`src/rtl/time_nmr_start.sv`:
```
// Temporal N-modular-redundancy start stage: accepts one item and re-emits it
// as a burst of tagged copies (shared ID, per-copy replica index, last flag)
// so that a paired end stage can vote across the copies.
module time_nmr_start #(
    parameter int DataWidth   = 32,
    parameter int IDSize      = 1,
    parameter int MaxReplicas = 3,
    localparam int RepW = $clog2(MaxReplicas),
    localparam int CntW = $clog2(MaxReplicas + 1)
) (
    input  logic                 clk_i,
    input  logic                 rst_i,
    input  logic                 enable_i,
    input  logic [CntW-1:0]      replicas_i,
    input  logic [DataWidth-1:0] data_i,
    input  logic                 valid_i,
    output logic                 ready_o,
    output logic [DataWidth-1:0] data_o,
    output logic [IDSize-1:0]    id_o,
    output logic [RepW-1:0]      rep_o,
    output logic                 last_o,
    output logic                 valid_o,
    input  logic                 ready_i
);

    logic [DataWidth-1:0] data_q, data_d;
    logic [IDSize-1:0]    id_q,   id_d;
    logic [CntW-1:0]      tgt_q,  tgt_d;
    logic [RepW-1:0]      cnt_q,  cnt_d;
    logic                 busy_q, busy_d;

    logic last_w;
    logic accept_w;
    logic xfer_w;

    // Copies to emit for a newly accepted item: one when replication is off,
    // otherwise the request clamped into the legal range [2, MaxReplicas].
    function automatic logic [CntW-1:0] target_for(input logic en,
                                                    input logic [CntW-1:0] n);
        if (!en) begin
            return CntW'(1);
        end else if (n < CntW'(2)) begin
            return CntW'(2);
        end else if (n > CntW'(MaxReplicas)) begin
            return CntW'(MaxReplicas);
        end else begin
            return n;
        end
    endfunction

    // Handshake decode; ready_o lets a new item in on the cycle the final copy leaves.
    always_comb begin
        last_w   = busy_q && (CntW'(cnt_q) == (tgt_q - CntW'(1)));
        xfer_w   = busy_q && ready_i;
        ready_o  = !busy_q || (xfer_w && last_w);
        accept_w = valid_i && ready_o;
    end

    // Next-state: load a new item, advance the copy counter, or go idle.
    always_comb begin
        data_d = data_q;
        id_d   = id_q;
        tgt_d  = tgt_q;
        cnt_d  = cnt_q;
        busy_d = busy_q;
        if (accept_w) begin
            data_d = data_i;
            id_d   = id_q + IDSize'(1);
            tgt_d  = target_for(enable_i, replicas_i);
            cnt_d  = '0;
            busy_d = 1'b1;
        end else if (xfer_w) begin
            if (last_w) begin
                busy_d = 1'b0;
            end else begin
                cnt_d = cnt_q + RepW'(1);
            end
        end
    end

    // Item state register; reset abandons any copies still pending.
    always_ff @(posedge clk_i) begin
        if (rst_i) begin
            data_q <= '0;
            id_q   <= '0;
            tgt_q  <= CntW'(1);
            cnt_q  <= '0;
            busy_q <= 1'b0;
        end else begin
            data_q <= data_d;
            id_q   <= id_d;
            tgt_q  <= tgt_d;
            cnt_q  <= cnt_d;
            busy_q <= busy_d;
        end
    end

    // Outputs come straight from the held item, so they are stable under backpressure.
    always_comb begin
        valid_o = busy_q;
        data_o  = data_q;
        id_o    = id_q;
        rep_o   = cnt_q;
        last_o  = last_w;
    end

endmodule

```
`config.mk`:
```
export PLATFORM = sky130hd
export DESIGN_NAME = time_nmr_start
export DESIGN_NICKNAME = d
export VERILOG_FILES = /design/src/rtl/time_nmr_start.sv
export SDC_FILE = /design/constraint.sdc
export NUM_CORES = 1
export LEC_CHECK = 0
export ABC_AREA = 1
export BUFFER_PORTS_ARGS = -buffer_cell sky130_fd_sc_hd__buf_4
export CAP_MARGIN = 5
export CORE_MARGIN = 2
export CORE_UTILIZATION = 48
export DETAILED_ROUTE_END_ITERATION = 6
export PLACE_DENSITY = 0.79
export SLEW_MARGIN = 5
export SYNTH_ARGS = -nofsm -noshare
export SYNTH_HDL_FRONTEND = slang
export SYNTH_SLANG_ARGS = --single-unit
```
`constraint.sdc`:
```
create_clock -name clk_i -period 1.7 [get_ports clk_i]
set_input_delay 0.34 -clock clk_i [delete_from_list [all_inputs] [get_ports clk_i]]
set_output_delay 0.34 -clock clk_i [all_outputs]
set_load 0.05 [all_outputs]
```
* After elaboration in Yosys (flattened, before gate mapping)
Cells that the tools add are included.
** Operators by class
- Add/subtract/negate cells :: 3
- Order comparisons :: 2
- Eq/ne operators :: 1
- Muxes and demuxes :: 6
- Bitwise operators :: 1
- Reductions and logical operators :: 11
** Operators with widths (number)
- $mux 2 :: 3
- $logic_and 1x1->1 :: 4
- $reduce_and 2->1 :: 2
- $reduce_bool 2->1 :: 2
- $mux 1 :: 3
- $add 2x1->2 const B :: 1
- $eq 2x2->1 :: 1
- $gt 2x2->1 const B :: 1
- $lt 2x2->1 const B :: 1
- $reduce_or 2->1 :: 1
- $sub 2x1->2 const B :: 1
- $add 1x1->1 const B :: 1
- $logic_not 1->1 :: 1
- $logic_or 1x1->1 :: 1
- $not 1->1 :: 1
** Storage, ports and cells
- Flip-flop bits (word level) :: 38
- Output and inout bits :: 38

* Longest topological paths before layout
Gate-level depths: netlist (run 1).
- Depth in word-level cells :: 8
- Gate-level depth with buffers :: 10
- Depth with buffers taken out :: 9

* Least setup slack after synthesis (run 1)
OpenSTA, ideal clock, no wires.
- Path kind :: register to output
- From :: register busy_q, in the netlist valid_o
- To :: output ready_o
- Data arrival time :: 1605 ps
- Required time :: 1360 ps
- Slack :: -245 ps
- Stages on the path, launching flop included :: 6
- Path buffers :: 0
- Cell sequence :: dfxtp_1 -> a21boi_1 -> nand3_2 -> nand2_4 -> nand2_1 -> inv_1
** Between the ends
- Word-level cells in the longest chain between the ends :: 3
- Elaborated cells on any way between the ends :: 5
- Those cells by class :: reduce/logical: 5
** Ends and longest elaborated chain
- from (decl) :: RTL line 30 : logic busy_q, busy_d;
- from (signal assigned) :: RTL line 94 : busy_q <= busy_d;
- $logic_and 1x1->1 (on tied branches) :: RTL line 54, 53
- $logic_and 1x1->1 :: RTL line 55 : ready_o = !busy_q || (xfer_w && last_w);
- $logic_or 1x1->1 (*) :: RTL line 55
- to (decl) :: RTL line 17 : output logic ready_o,
Mark *: on every way between the ends. The rest lies on a longest branch, timed or not.

* Final worst setup path (run 1)
Same ends and word-level chain as after synthesis.

==> flow_metrics.py, run 1 <==
metrics = {
    "outcome": {
        "outcome": "finished, violations left",
        "violations": "negative setup slack",
    },
    "floorplanning": {
        "vert_die_dim_um": 68.4,
        "fp.coreArea_sq_um": 4000,
        "ios": 77,
        "fp.dieArea_sq_um": 4680,
        "floorplan.die.width_um": 68.4,
        "std_cell_rows": 23,
        "initial_core_util_pct": 49.7,
    },
    "timing": {
        "timing.final.ws_setup_ns": -0.00620,
        "worst_slew_margin_rel_pct": 77.5,
        "fin_crit_ns": 1.71,
        "timing.final.crit_share_pct": 100,
        "setup_viol": 1,
        "tightest_slew_ns": 0.336,
        "unrepaired_setup_endpoints_after_global_routing": "true",
        "final-hold-violation-count": 0,
        "fmax_ghz": 0.586,
        "final_sum_of_negative_setup_slack_ns": -0.00620,
        "slew_violations": 0,
        "finClkSkew_ns": 0.00491,
    },
    "synth": {
        "synth_area_sq_um": 1990,
        "synth_top_cell_area_share_pct": 38.2,
        "synth-async-reset-ratio_pct": 0,
        "count_of_mapped_cells_out_of_synthesis": 327,
        "synthMostInstantiatedCell": "sky130_fd_sc_hd__inv_1",
        "post_synth_main_area_contributors": "sky130_fd_sc_hd__dfxtp_1 (38%), sky130_fd_sc_hd__inv_1 (20%), sky130_fd_sc_hd__nand2_1 (15%)",
        "post_synth_num_cell_types": 19,
        "postSynthAreaPerCell_sq_um": 6.08,
        "synth-warning-count": 0,
        "synth_ff_type": "sky130_fd_sc_hd__dfxtp_1",
        "synth.largest_area_cell": "sky130_fd_sc_hd__dfxtp_1",
        "synth.net_count": 366,
        "synth_top_cells_by_count": "sky130_fd_sc_hd__inv_1 (108), sky130_fd_sc_hd__nand2_1 (81), sky130_fd_sc_hd__dfxtp_1 (38)",
        "synth_seq_area_share_pct": 38.2,
        "postSynthRegisterBits": 38,
        "synth_enable_flop_cells": 0,
    },
    "critical_path": {
        "end_kind": "output port",
        "worst-endpoint-arrival_ns": 1.37,
        "crit_required_ns": 1.36,
        "slowest_delay_ns": 0.38,
        "worst-setup-path-type": "reg -> out",
        "critical_path.startpoint_type": "register",
        "worstPathMaxFanout": 5,
        "critPathSlowestCell": "sky130_fd_sc_hd__dfxtp_4",
        "crit_chain": "a21boi_4 > nand3_2 > nand2_4 > nand2_2 > clkinvlp_4 > buf_8",
    },
    "job": {
        "timing.max_cap.violations": 0,
    },
    "grt": {
        "grt_start_max_net_pins": 37,
        "gr-usage-all-layers_pct": 21.8,
        "global_route.overflow_total": 0,
        "antenna_found_initial": 0,
        "first_global_vias": 1752,
        "wire_length_of_the_first_global_routing_pass_um": 7680,
    },
    "routing": {
        "drt_wl_cell_um": 10.7,
        "ant_nets": 0,
        "drc_errors": 0,
        "via_count": 2048,
        "dr.first_iter.drc_count": 92,
        "drtPass1Iterations": 4,
        "wirelength_um": 4840,
        "drt-vias-per-instance": 4.51,
    },
    "cts": {
        "tritoncts": "yes",
        "cts_hold_buf": 0,
        "cts_root_buffer": "sky130_fd_sc_hd__clkbuf_8",
        "clock_sink_count": 38,
        "clk-insertion-delay-late_ns": 0.30,
        "cts.path.max_buffers": 2,
        "cts.htree.levels": 2,
        "tritoncts.num_buffers": 5,
        "cts.clk_slew.worst_paths_ns": 0.07,
    },
    "final_layout": {
        "num_antenna_cells": 0,
        "layout.filler_cells": 373,
        "fraction_of_final_layout_cells_with_drive_strength_greater_than_1_pct": 26.5,
        "postLayoutCoreUtil_pct": 69.8,
        "finalNonFillerCells": 454,
        "fin_nets": 444,
        "area_growth_syn_to_layout_pct": 40.3,
    },
    "pwr": {
        "leakage_dissipation_nw": 1.70,
        "power_density_nw_per_um2": 920,
        "irDropWorstVdd_v": 0.000558,
    },
    "hold_path": {
        "min_path_type": "in -> reg",
    },
    "place": {
        "port-buffer-count": 76,
        "post-place-cells": 444,
        "gp_congestion": 0.796,
        "dp_hpwl_um": 3180,
    },
}
logic make-up after synthesis:
family                 share of synthesized area [%]
XOR/XNOR                                       0.440
AND/OR/NAND/NOR                                 36.1
buffers and inverters                           24.0
flip-flops                                      38.2
AO/OA/AOI/OAI                                   1.26
metal layers:
layer / GRT usage (%) / vias up / share of wire [%]
met2: 35.3 / 56 / 48
met5: 0 / - / 0
li1: - / 1099 / -
met3: 6.74 / 9 / 6.4
met1: 26.2 / 884 / 44
met4: 9.75 / 0 / 1.8
cells in the final DEF, fill, tap and decap left out, drive strengths merged:
master and n:
inv 108, buf 86, nand2 82, dfxtp 38, nor2 37, nand4 35
clkbuf 6, nand3 5, nand3b 1, a21boi 1, clkinvlp 1, xor2 1
o211ai 1, a21oi 1, o21ai 1
stage by stage:
step / worst slack [ns] / instance area (sq um) / hold WS (ns) / total power, W
2_1_floorplan: 0.0190 / 2000 / 0.442 / 0.00165
5_1_grt: -0.0678 / 2790 / 0.372 / 0.00271
4_1_cts: 0.0191 / 2750 / 0.352 / 0.00257
3_5_place_dp: 0.0977 / 2630 / 0.498 / 0.00193
6_report: -0.00620 / 2790 / 0.357 / 0.00257
3_3_place_gp: 0.198 / 2630 / 0.478 / 0.00192
layout make-up:
cell class              instances  area (sq um)  area share, %
multi-input cells             165           783           28.1
well taps                      50          62.6           2.24
inverters                     109           415           14.9
repair buffers                 86           673           24.1
clock buffers                   6          82.6           2.96
flip-flops and latches         38           774           27.7
report_power, final:
group          internal [W]  switching, W
clock              0.000313      0.000312
sequential         0.000974     0.0000517
combinational      0.000317      0.000601
flip-flops by register name, indices dropped and copies added (netlist names):
register	flops
data_o	32
rep_o	2
tgt_q	2
id_o	1
valid_o	1
worst paths after layout:
path               from         end  slack [ns]  cells after the start
max             valid_o     ready_o      -0.006                      6
min           data_i[3]   data_o[3]        0.36                      5
max reg2reg     valid_o    tgt_q[1]        0.21                      8
min reg2reg  data_o[27]  data_o[27]        0.51                      4
repair_timing:
action                     CTS  global route
pin swaps                    1             1
setup endpoints to repair    1            39
resized for setup            8             8
hold endpoints to repair     0             0
gates cloned                 0             1
buffers inserted             2             1
critical path: cells and delay by family, from the launching register on:
family	cells	cell delay, ns
simple gates	3	0.30
flops	1	0.38
compound gates	1	0.17
buf+inv	2	0.23
Note: power is estimated with default switching activity, not from simulation.
==> run 2: changes to the inputs <==
CORE_UTILIZATION = 50   (was 48)
CTS_BUF_LIST = sky130_fd_sc_hd__clkbuf_4 sky130_fd_sc_hd__clkbuf_8   (was default)
MAX_ROUTING_LAYER = met4   (was default)
PLACE_DENSITY = 0.82   (was 0.79)
==> run 2 against run 1 <==
Against the previous run:
- the run now ends clean
- via count increased by 2.0%
- setup slack better by 0.0091 ns
- sequential cell count did not move
- sequential power about the same
- clock power decreased by 3.4%
- count of clock-buffer cells in the layout up 1
- global-route usage is 1.2 points higher
- critical path depth is 2 higher
- critical path type unchanged
- largest power group unchanged
- highest routed layer unchanged
==> flow_metrics.py, run 2 (same netlist as run 1, synthesis figures left out) <==
metrics = {
    "cts": {
        "cts.htree.levels": 2,
        "tritoncts.num_buffers": 5,
        "cts.clk_slew.worst_paths_ns": 0.07,
        "clock_sink_count": 38,
        "cts.path.max_buffers": 2,
        "clk-insertion-delay-late_ns": 0.28,
        "cts_root_buffer": "sky130_fd_sc_hd__clkbuf_8",
        "cts_hold_buf": 0,
        "tritoncts": "yes",
    },
    "routing": {
        "dr.first_iter.drc_count": 103,
        "drc_errors": 0,
        "via_count": 2089,
        "ant_nets": 0,
        "wirelength_um": 4670,
        "drt_wl_cell_um": 10.4,
        "drt-vias-per-instance": 4.63,
        "drtPass1Iterations": 4,
    },
    "floorplanning": {
        "ios": 77,
        "std_cell_rows": 22,
        "fp.coreArea_sq_um": 3740,
        "floorplan.die.width_um": 67.1,
        "vert_die_dim_um": 67.1,
        "fp.dieArea_sq_um": 4500,
        "initial_core_util_pct": 53.1,
    },
    "hold_path": {
        "whs_path_depth": 5,
        "min_path_type": "in -> reg",
        "hp-start": "data_i[31]",
        "hold_end": "data_o[31]",
    },
    "final_layout": {
        "area_growth_syn_to_layout_pct": 39.1,
        "fin_nets": 442,
        "layout_common_cells": "sky130_fd_sc_hd__inv_1 (105), sky130_fd_sc_hd__buf_4 (81), sky130_fd_sc_hd__nand2_1 (80)",
        "postLayoutCoreUtil_pct": 73.9,
        "fraction_of_final_layout_cells_with_drive_strength_greater_than_1_pct": 26.3,
        "largest_register_ff_count": 32,
        "mostFrequentLayoutCell": "sky130_fd_sc_hd__inv_1",
        "layout.filler_cells": 342,
        "num_antenna_cells": 0,
    },
    "pwr": {
        "leakage_dissipation_nw": 1.69,
        "power_density_nw_per_um2": 917,
        "irDropWorstVdd_v": 0.000575,
    },
    "outcome": {
        "outcome": "finished, final reports clean",
    },
    "timing": {
        "tightest_slew_ns": 0.358,
        "setup_viol": 0,
        "slew_violations": 0,
        "fmax_ghz": 0.589,
        "worst_slew_margin_rel_pct": 76.0,
        "unrepaired_setup_endpoints_after_global_routing": "true",
        "fin_crit_ns": 1.70,
        "timing.final.crit_share_pct": 99.8,
        "finClkSkew_ns": 0.00309,
        "hold_ws_ns": 0.370,
        "final-hold-violation-count": 0,
    },
    "critical_path": {
        "critical_path.startpoint_type": "register",
        "worst-setup-path-type": "reg -> out",
        "timing.reg2reg.worst_path_depth": 10,
        "worst-endpoint-arrival_ns": 1.36,
        "crit_startpoint": "rep_o[1]",
        "ff_to_ff_setup_slack_ns": 0.14,
        "crit_required_ns": 1.36,
        "worstPathMaxFanout": 5,
        "end_kind": "output port",
        "startpoint_of_the_worst_register_to_register_path": "rep_o[1]",
        "r2r-end": "data_o[15]",
    },
    "grt": {
        "grt_start_max_net_pins": 38,
        "antenna_found_initial": 0,
        "wire_length_of_the_first_global_routing_pass_um": 7790,
        "gr-usage-all-layers_pct": 22.9,
        "global_route.overflow_total": 0,
        "first_global_vias": 1875,
    },
    "place": {
        "port-buffer-count": 76,
        "dp_hpwl_um": 3160,
        "gp_congestion": 0.831,
    },
    "job": {
        "timing.max_cap.violations": 0,
    },
}
==> run 2: how the worst max path moves through the flow <==
stage | endpoint | slack (ns)
after floorplan | ready_o | 0.02
after global placement | rep_o[0] | 0.15
after detailed placement | rep_o[1] | 0.08
after CTS | data_o[15] | -0.009
after global routing | ready_o | -0.07
final | ready_o | 0.003
==> run 2: layout make-up <==
cell class | count | area (sq um) | area share [%]
multi-input cells | 165 | 786 | 28.4
flip-flops and latches | 38 | 771 | 27.8
repair buffers | 84 | 654 | 23.6
inverters | 109 | 413 | 14.9
clock buffers | 7 | 83.8 | 3.03
well taps | 48 | 60.1 | 2.17
==> run 2: timing repair <==
item                                    in CTS  in global routing
resized for setup                            9                  4
cloned                                       0                  1
buffers inserted                             2                  0
pin swaps                                    3                  2
endpoints found under the setup margin       1                 38
==> run 2: power by group <==
group          switching, W  leakage (nW)  internal, W
combinational      0.000597          1.33     0.000308
clock              0.000290        0.0452     0.000314
sequential        0.0000519         0.316     0.000975
==> run 2: critical path, cell delays in order (launching register included) <==
cell and delay, ns:
sky130_fd_sc_hd__dfxtp_4 0.37, sky130_fd_sc_hd__inv_2 0.05, sky130_fd_sc_hd__nand2_1 0.07, sky130_fd_sc_hd__nand3_2 0.07, sky130_fd_sc_hd__nand3_2 0.13, sky130_fd_sc_hd__nand2_4 0.07
sky130_fd_sc_hd__nand2_4 0.07, sky130_fd_sc_hd__clkinvlp_4 0.09, sky130_fd_sc_hd__buf_8 0.15
==> run 2: metrics by stage <==
stage | TNS [ns] | cell area (sq um) | power [W] | std cells | setup WS [ns]
2_1_floorplan | 0 | 2000 | 0.00165 | 327 | 0.0190
3_3_place_gp | 0 | 2620 | 0.00191 | 441 | 0.152
3_5_place_dp | 0 | 2620 | 0.00193 | 441 | 0.0790
4_1_cts | -0.0201 | 2740 | 0.00255 | 450 | -0.00885
5_1_grt | -0.317 | 2770 | 0.00269 | 451 | -0.0725
6_report | 0 | 2770 | 0.00254 | 451 | 0.00289
==> run 2: metal layers <==
| layer | vias to the layer above | track usage (%) | wire length [um] |
|---|---|---|---|
| met4 | 0 | 5.61 | 37 |
| li1 | 1094 | - | - |
| met1 | 920 | 25.9 | 2010 |
| met2 | 70 | 39.7 | 2270 |
| met3 | 5 | 6.59 | 344 |
| met5 | - | - | 0 |
==> run 3: changes to the inputs <==
BUFFER_PORTS_ARGS = -buffer_cell sky130_fd_sc_hd__buf_2   (was -buffer_cell sky130_fd_sc_hd__buf_4)
==> run 3 against run 2 <==
Against the previous run:
- the run now ends with negative setup slack left
- first-iteration DRC count grew 22%
- setup slack lost 0.0053 ns
- largest power group unchanged
- maximum frequency shrank 0.31%
- largest cell class unchanged
- power grew 4.8%
- sequential cell count is the same
- clock skew grew 0.0039 ns
- routed wire length grew 1.9%
- critical path type unchanged
==> flow_metrics.py, run 3 (same netlist as run 1, synthesis figures left out) <==
metrics = {
    "grt": {
        "gr-usage-all-layers_pct": 22.4,
        "global_route.overflow_total": 0,
        "wire_length_of_the_first_global_routing_pass_um": 7520,
        "first_global_vias": 1774,
        "antenna_found_initial": 0,
        "grt_start_max_net_pins": 37,
    },
    "pwr": {
        "irDropWorstVdd_v": 0.000603,
        "leakage_dissipation_nw": 1.68,
        "power_density_nw_per_um2": 1000,
    },
    "critical_path": {
        "worst-setup-path-type": "reg -> out",
        "end_kind": "output port",
        "path_delay_family": "simple AND/OR/NAND/NOR gates",
        "buf_inv_on_cp": 3,
        "critical_path.startpoint_type": "register",
        "worst_path_most_repeated_cell": "sky130_fd_sc_hd__nand2_4",
        "worstPathMaxFanout": 5,
        "crit_chain": "inv_2 > nand2_1 > nand3b_1 > nand3_4 > nand2_4 > nand2_4 > clkinvlp_4 > buf_8",
        "slowest_delay_ns": 0.37,
        "crit_required_ns": 1.36,
        "critPathSlowestCell": "sky130_fd_sc_hd__dfxtp_4",
        "worst-endpoint-arrival_ns": 1.36,
    },
    "final_layout": {
        "postLayoutCellArea_sq_um": 2650,
        "num_antenna_cells": 0,
        "fraction_of_final_layout_cells_with_drive_strength_greater_than_1_pct": 27.0,
        "fin_nets": 446,
        "largest_register_ff_count": 32,
        "mostFrequentLayoutCell": "sky130_fd_sc_hd__inv_1",
        "area_growth_syn_to_layout_pct": 33.3,
        "layout_common_cells": "sky130_fd_sc_hd__inv_1 (105), sky130_fd_sc_hd__nand2_1 (80), sky130_fd_sc_hd__buf_2 (74)",
    },
    "cts": {
        "tritoncts": "yes",
        "tritoncts.num_buffers": 5,
        "cts_hold_buf": 0,
        "cts_root_buffer": "sky130_fd_sc_hd__clkbuf_8",
        "clk-insertion-delay-late_ns": 0.29,
        "cts.htree.levels": 2,
        "clock_sink_count": 38,
        "cts.path.max_buffers": 2,
        "cts.clk_slew.worst_paths_ns": 0.07,
    },
    "timing": {
        "fmax_ghz": 0.587,
        "fin_crit_ns": 1.70,
        "timing.final.crit_share_pct": 100,
        "final-hold-violation-count": 0,
        "tightest_slew_ns": 0.370,
        "setup_viol": 1,
        "slew_violations": 0,
        "worst_slew_margin_rel_pct": 75.2,
        "finClkSkew_ns": 0.00698,
        "unrepaired_setup_endpoints_after_global_routing": "true",
        "timing.final.ws_setup_ns": -0.00241,
    },
    "routing": {
        "drtPass1Iterations": 4,
        "drt-vias-per-instance": 4.59,
        "via_count": 2088,
        "dr.first_iter.drc_count": 126,
        "drt_wl_cell_um": 10.5,
        "ant_nets": 0,
        "wirelength_um": 4760,
        "drc_errors": 0,
    },
    "floorplanning": {
        "initial_core_util_pct": 53.1,
        "ios": 77,
        "fp.coreArea_sq_um": 3740,
        "floorplan.die.width_um": 67.1,
        "fp.dieArea_sq_um": 4500,
        "vert_die_dim_um": 67.1,
        "std_cell_rows": 22,
    },
    "outcome": {
        "violations": "negative setup slack",
        "outcome": "finished, violations left",
    },
    "place": {
        "port-buffer-count": 76,
        "gp_congestion": 0.889,
        "pre_cts_slack_ns": 0.132,
        "postPlaceCellArea_sq_um": 2430,
        "dp_hpwl_um": 2970,
    },
    "job": {
        "timing.max_cap.violations": 0,
    },
    "hold_path": {
        "min_path_type": "in -> reg",
    },
}
-- run 3: per-stage QoR --
| stage | TNS [ns] | utilization, % | total power (W) | std cells | hold WS [ns] |
|---|---|---|---|---|---|
| floorplan | 0 | - | 0.00165 | 327 | 0.442 |
| global placement | 0 | 65.0 | 0.00184 | 442 | 0.478 |
| detailed placement | 0 | 65.0 | 0.00185 | 442 | 0.477 |
| CTS | 0 | 69.6 | 0.00265 | 454 | 0.357 |
| global route | -0.0922 | 70.9 | 0.00281 | 455 | 0.385 |
| finish | -0.00241 | 70.9 | 0.00266 | 455 | 0.362 |
-- run 3: per-layer routing --
metal | part of all wire (%) | global-route usage (%)
met4 | 0.42 | 5.61
met1 | 44 | 25.3
met2 | 48 | 37.9
met5 | 0 | -
met3 | 8.0 | 7.60
-- run 3: cell type report --
| type | count | area [sq um] |
|---|---|---|
| clock buffer | 6 | 82.6 |
| clock inverter | 1 | 30.0 |
| fill | 332 | 1090 |
| inverter | 109 | 413 |
| multi-input combinational | 165 | 793 |
| sequential | 38 | 771 |
| tap | 48 | 60.1 |
| timing repair buffer | 88 | 503 |
-- run 3: report_power, final --
part	internal, W	leakage, nW	switching, W
logic	0.000254	1.30	0.000607
clock network	0.000469	0.0573	0.000307
registers	0.000974	0.316	0.0000454
total	0.00170	1.68	0.000960
-- run 3: worst register-to-register path: cells and delay by family, from the launching register on --
kind / cells / cell delay (ns)
buf+inv: 3 / 0.43
flops: 1 / 0.38
simple gates: 5 / 0.43
compound gates: 1 / 0.22
-- run 3: worst paths after layout --
| check | startpoint | end | slack [ns] | cells past startpoint |
|---|---|---|---|---|
| max | rep_o[1] | ready_o | -0.002 | 8 |
| min | data_i[18] | data_o[18] | 0.36 | 5 |
| max reg2reg | valid_o | data_o[20] | 0.14 | 9 |
| min reg2reg | data_o[22] | data_o[22] | 0.51 | 4 |
-- run 3: what timing repair did --
action | 4_1_cts | 5_1_grt
pin swaps | 2 | 4
cloned | 0 | 1
endpoints found under the setup margin | 2 | 39
setup buffers | 5 | 0
gates resized for setup | 7 | 10
